[src/rtl/mem_stage_lsu.sv]
// MEM pipeline stage: holds one instruction between EX and WB, waits for variable-latency
// data SRAM returns, extracts sub-word load data, and drops returns owed to flushed loads.
module mem_stage_lsu #(
    parameter int PC_W      = 32,
    parameter int RF_AW     = 5,
    parameter int DISCARD_W = 2
) (
    input  logic             clk,
    input  logic             resetn,
    input  logic             es_to_ms_valid,
    output logic             ms_allowin,
    input  logic [PC_W-1:0]  es_pc,
    input  logic [2:0]       es_load_op,
    input  logic             es_mem_inflight,
    input  logic             es_rf_we,
    input  logic [RF_AW-1:0] es_rf_addr,
    input  logic [31:0]      es_alu_result,
    input  logic             ms_flush,
    input  logic             data_sram_data_ok,
    input  logic [31:0]      data_sram_rdata,
    input  logic             ws_allowin,
    output logic             ms_to_ws_valid,
    output logic [PC_W-1:0]  ms_pc,
    output logic             ms_rf_we,
    output logic [RF_AW-1:0] ms_rf_addr,
    output logic [31:0]      ms_rf_wdata,
    output logic             ms_fwd_valid,
    output logic             ms_fwd_ready
);

    localparam logic [DISCARD_W-1:0] DISCARD_MAX = '1;

    logic                 ms_valid_q;
    logic [PC_W-1:0]      pc_q;
    logic [2:0]           load_op_q;
    logic                 inflight_q;
    logic                 rf_we_q;
    logic [RF_AW-1:0]     rf_addr_q;
    logic [31:0]          alu_q;
    logic                 buf_valid_q;
    logic [31:0]          buf_q;
    logic [DISCARD_W-1:0] discard_q;
    logic [DISCARD_W-1:0] discard_d;

    logic        wait_data;
    logic        data_ok_own;
    logic        data_ok_dis;
    logic        ms_ready_go;
    logic        disc_inc;
    logic        disc_dec;
    logic [31:0] raw;
    logic [7:0]  byte_sel;
    logic [15:0] half_sel;

    assign wait_data   = ms_valid_q & inflight_q & ~buf_valid_q;
    assign data_ok_own = data_sram_data_ok & (discard_q == '0);
    assign data_ok_dis = data_sram_data_ok & (discard_q != '0);
    assign ms_ready_go = ~wait_data | data_ok_own;

    assign ms_to_ws_valid = ms_valid_q & ms_ready_go & ~ms_flush;
    assign ms_allowin     = (~ms_valid_q | (ms_ready_go & ws_allowin)) & (discard_q != DISCARD_MAX);

    assign ms_pc        = pc_q;
    assign ms_rf_we     = ms_valid_q & rf_we_q;
    assign ms_rf_addr   = rf_addr_q;
    assign ms_fwd_valid = ms_valid_q & rf_we_q;
    assign ms_fwd_ready = ms_ready_go;

    // A flushed load still waiting on its return leaves a stale data_ok behind to swallow.
    assign disc_inc = ms_flush & wait_data & ~data_ok_own;
    assign disc_dec = data_ok_dis;

    always_comb begin
        discard_d = discard_q;
        if (disc_inc && !disc_dec && discard_q != DISCARD_MAX) begin
            discard_d = discard_q + 1'b1;
        end else if (disc_dec && !disc_inc) begin
            discard_d = discard_q - 1'b1;
        end
    end

    always_comb begin
        raw      = buf_valid_q ? buf_q : data_sram_rdata;
        byte_sel = raw[7:0];
        case (alu_q[1:0])
            2'd0:    byte_sel = raw[7:0];
            2'd1:    byte_sel = raw[15:8];
            2'd2:    byte_sel = raw[23:16];
            default: byte_sel = raw[31:24];
        endcase
        half_sel = alu_q[1] ? raw[31:16] : raw[15:0];
        case (load_op_q)
            3'd1:    ms_rf_wdata = {{24{byte_sel[7]}}, byte_sel};
            3'd2:    ms_rf_wdata = {24'h0, byte_sel};
            3'd3:    ms_rf_wdata = {{16{half_sel[15]}}, half_sel};
            3'd4:    ms_rf_wdata = {16'h0, half_sel};
            3'd5:    ms_rf_wdata = raw;
            default: ms_rf_wdata = alu_q;
        endcase
    end

    always_ff @(posedge clk or negedge resetn) begin
        if (!resetn) begin
            ms_valid_q <= 1'b0;
        end else if (ms_flush) begin
            ms_valid_q <= 1'b0;
        end else if (ms_allowin) begin
            ms_valid_q <= es_to_ms_valid;
        end
    end

    always_ff @(posedge clk or negedge resetn) begin
        if (!resetn) begin
            pc_q       <= '0;
            load_op_q  <= '0;
            inflight_q <= 1'b0;
            rf_we_q    <= 1'b0;
            rf_addr_q  <= '0;
            alu_q      <= '0;
        end else if (ms_allowin && es_to_ms_valid) begin
            pc_q       <= es_pc;
            load_op_q  <= es_load_op;
            inflight_q <= es_mem_inflight;
            rf_we_q    <= es_rf_we;
            rf_addr_q  <= es_rf_addr;
            alu_q      <= es_alu_result;
        end
    end

    // Capture the return only when WB is stalled; otherwise it passes straight through.
    always_ff @(posedge clk or negedge resetn) begin
        if (!resetn) begin
            buf_valid_q <= 1'b0;
            buf_q       <= '0;
        end else if (ms_flush) begin
            buf_valid_q <= 1'b0;
        end else if (ms_to_ws_valid && ws_allowin) begin
            buf_valid_q <= 1'b0;
        end else if (data_ok_own && wait_data && !ws_allowin) begin
            buf_valid_q <= 1'b1;
            buf_q       <= data_sram_rdata;
        end
    end

    always_ff @(posedge clk or negedge resetn) begin
        if (!resetn) begin
            discard_q <= '0;
        end else begin
            discard_q <= discard_d;
        end
    end

endmodule
[config.mk]
export PLATFORM = sky130hd
export DESIGN_NAME = mem_stage_lsu
export DESIGN_NICKNAME = d
export VERILOG_FILES = /design/src/rtl/mem_stage_lsu.sv
export SDC_FILE = /design/constraint.sdc
export NUM_CORES = 1
export LEC_CHECK = 0
export ABC_AREA = 0
export BUFFER_PORTS_ARGS = -buffer_cell sky130_fd_sc_hd__buf_2
export CORE_ASPECT_RATIO = 0.5
export CORE_UTILIZATION = 48
export CTS_CLUSTER_DIAMETER = 40
export DETAILED_ROUTE_END_ITERATION = 6
export PLACE_DENSITY = 0.75
export REMOVE_ABC_BUFFERS = 1
export SLEW_MARGIN = 25
export SYNTH_ARGS = -nofsm -noshare
export SYNTH_HDL_FRONTEND = slang
export SYNTH_SLANG_ARGS = --single-unit
export TNS_END_PERCENT = 5
[constraint.sdc]
create_clock -name clk -period 2.55 [get_ports clk]
set_input_delay 0.1275 -clock clk [delete_from_list [all_inputs] [get_ports clk]]
set_output_delay 0.1275 -clock clk [all_outputs]
set_load 0.005 [all_outputs]
==> Flow_metrics.wiki <==
{| class="wikitable"
! Metric !! Value
|-
| Non-filler cells in the finished layout || 863
|-
| Number of ports placed on the die boundary || 186
|-
| Core area || 12100 um^2
|-
| Worst slack on hold paths || 0.00705 ns
|-
| FF+latch count, synth || 110
|-
| Width of the die || 162 um
|-
| Final cell utilization of the core || 67.2%
|-
| Sink Count || 110
|-
| Finished layout cell area || 8120 um^2
|-
| Number of antenna violations at the first check in global routing || 1
|-
| Post-synth ARST share || 100%
|-
| Number of library cell types mapped by synthesis || 50
|-
| Unrepaired setup endpoints after global routing || true
|-
| Post-layout minimum cycle time || 2.52 ns
|-
| Share of final-layout standard cells stronger than drive strength 1 || 52.4%
|-
| Final Wtd Congestion || 0.806
|-
| Dominant cell by count in the synthesized netlist || dfrtp_1
|-
| Cell type with the highest aggregate area in the netlist || dfrtp_1
|-
| Count of final setup violators || 0
|-
| Delay of the slowest critical-path stage || 0.52 ns
|-
| Grt total ovfl || 0
|-
| First-pass GRT wire length || 24.9 mm
|-
| Layout-stage area growth over the synthesis result || 32.9%
|-
| Post-synthesis cell area || 6110 um^2
|-
| Category of the worst setup path capture point || output port
|-
| Overall track demand over capacity in global routing || 24.7%
|-
| Maximum frequency from static timing analysis || 0.397 GHz
|-
| DRC marker count from the first detailed-route iteration || 228
|-
| Antenna violation net count after detailed routing || 0
|-
| Reg-to-reg startpoint || buf_valid_q
|-
| Number of placement rows || 28
|-
| Worst Tran Pin Value || 0.605 ns
|-
| Final antenna diode count || 0
|-
| Yosys synthesis warning count || 0
|-
| Cells after synthesis || 462
|-
| Maximum number of buffers from clock root to sink || 2
|-
| Setup ws final || 0.0289 ns
|-
| H-tree lvl count || 3
|-
| Peak VDD IR || 0.357 mV
|-
| Maximum capacitance violations || 0
|-
| Setup total negative slack || 0 ns
|-
| Clock insertion delay at the later pin of the skew report || 0.35 ns
|-
| Hold Violations, Final || 0
|-
| Number of DRC violations after detailed routing || 0
|-
| Reg2reg end || ms_pc[27]
|-
| Post-Place Cell Area || 7240 um^2
|-
| Pre-CTS worst setup slack || 0.268 ns
|-
| Critical path origin || buf_valid_q
|-
| Run status || finished, final reports clean
|-
| Critical path launch point type || flip-flop
|-
| Largest net degree at the start of global routing || 78
|-
| Count of flip-flops with a built-in enable after synthesis || 0
|-
| TritonCTS buffer count || 9
|-
| First-pass detailed-route iteration total || 6
|-
| Startpoint of the tightest hold check path || es_pc[13]
|-
| Final Slew Violations || 0
|-
| Worst-path cell chain || buf_12 -> mux2i_1 -> mux4_2 -> o211ai_1 -> buf_6 -> o22a_1 -> buf_2
|-
| Aggregate routed wire length || 16.2 mm
|-
| Initial Util || 50.5%
|-
| Placed wire-length estimate after detailed placement || 10.4 mm
|-
| Cell types with the largest area share after synthesis || dfrtp_1 (45%), mux2_2 (12%), mux2_4 (12%)
|-
| Area fraction of the dominant cell type after synthesis || 45.1%
|-
| Top flip-flop cell by instance count after synthesis || dfrtp_1
|-
| Mean instance size in the synthesized netlist || 13.2 um^2
|-
| TritonCTS clock tree || yes
|-
| Via count of the routed design || 4746
|-
| Detailed-route wire length per cell || 18.8 um
|-
| Clock tree root buffer cell || clkbuf_16
|-
| Worst R2R Path Depth || 7
|-
| Number of input and output port buffers inserted || 185
|-
| Capturing element of the worst setup path || ms_rf_wdata[25]
|-
| Vias in the first global route || 4869
|-
| Relative slew margins || 59.6%
|-
| Minimum setup slack among reg-to-reg paths || 0.19 ns
|-
| Synth cell count leaders || dfrtp_1 (110), mux2_2 (67), mux2_4 (48), mux2i_1 (31), nor2_1 (26)
|-
| Placed insts || 793
|-
| Required time at the worst-slack endpoint || 2.42 ns
|-
| Layout net count || 805
|-
| Slowest cell on the critical path || mux4_2
|-
| Sequential element share of the synthesized area || 45.1%
|-
| Final worst clock skew || 0.00934 ns
|-
| Tightest Hold Check Type || primary input to flip-flop
|-
| Register clock-pin slew on the reported worst setup and hold paths || 0.08 ns
|-
| Power density over the cells || 666 nW/um^2
|-
| Power, Total || 5.40 mW
|-
| Die boundary height || 81.8 um
|-
| Leakage power of the design || 3.76 nW
|-
| Worst Path Max Fanout || 9
|-
| Tcrit/Tclk final || 98.9%
|-
| Via density per instance || 5.50
|-
| Die Area || 13200 um^2
|-
| Critical path type || flip-flop to output port
|-
| Arrival time reported for the critical path endpoint || 2.39 ns
|}
-- layout by cell type (no fill, tap or decap), types with 5 or more instances in the layout --
cell type	Yosys	layout
nor2_1	26	26
dlygate4sd3_1	0	51
buf_2	10	185
mux4_2	17	17
buf_4	3	13
o2bb2ai_1	10	10
inv_1	5	5
dfrtp_1	110	106
clkbuf_16	0	9
mux2_2	67	67
o22a_1	24	24
nand2_1	12	11
a21oi_1	6	6
mux2_4	48	48
buf_12	0	5
nor2b_1	6	6
mux2i_1	31	31
-- sequential cells by signal, summed over array words and instances, names as in the netlist --
signal,count
alu_q,32
buf_q,32
buf_valid_q,1
discard_q,2
inflight_q,1
load_op_q,3
ms_pc,32
ms_rf_addr,5
ms_valid_q,1
rf_we_q,1
-- routing by layer --
metal  share of wire, %  global-route usage (%)
met5                  0                       0
met2                 50                    43.3
met4                1.2                    7.26
met3                5.3                    5.61
met1                 43                    31.3
-- logic make-up (layout without fill, tap and decap cells) --
| family | count (synthesis) | count (layout) | share of synthesized area, % |
|---|---|---|---|
| simple gates | 71 | 71 | 5.90 |
| compound gates | 73 | 73 | 9.45 |
| mux | 164 | 164 | 35.7 |
| xor+xnor | 2 | 2 | 0.287 |
| buf+inv | 42 | 278 | 3.59 |
| flops | 110 | 110 | 45.1 |
-- worst min-delay path by stage --
| stage | end | slack (ns) | depth (start not counted) |
|---|---|---|---|
| 3_5_place_dp | ms_rf_addr[0] | 0.10 | 1 |
| 5_1_grt | alu_q[29] | -0.003 | 2 |
| 2_1_floorplan | alu_q[0] | -0.17 | 0 |
| 6_report | ms_pc[13] | 0.007 | 2 |
| 3_3_place_gp | ms_rf_addr[0] | 0.09 | 1 |
| 4_1_cts | ms_pc[13] | 0.001 | 2 |
-- where the power goes --
part | internal, mW | leakage (nW) | switching, mW
Combinational | 0.958 | 2.28 | 0.726
Sequential | 2.05 | 1.33 | 0.244
Clock | 0.698 | 0.149 | 0.726
Total | 3.71 | 3.76 | 1.70
-- layout make-up --
cell class / count / area [um^2]
Inverter: 5 / 18.8
Tap cell: 165 / 206
Clock buffer: 9 / 225
Clock inverter: 7 / 72.6
Multi-Input combinational cell: 310 / 3170
Timing Repair Buffer: 257 / 1670
Fill cell: 883 / 3970
Sequential cell: 110 / 2760
-- critical path, delay by kind of cell, from the launching register on --
kind | cells | cell delay [ns]
muxes | 2 | 0.66
AOI/OAI and AO/OA | 2 | 0.45
buffers and inverters | 3 | 0.49
DFF | 1 | 0.43
-- repair_timing --
| item | in CTS | in global routing |
|---|---|---|
| setup endpoints to repair | 7 | 14 |
| gates resized for setup | 4 | 7 |
| pin swaps | 0 | 9 |
| buffers inserted | 0 | 3 |
| hold buffers | 48 | 3 |
| endpoints found under the hold margin | 80 | 3 |
(Power assumes the default switching activity.)
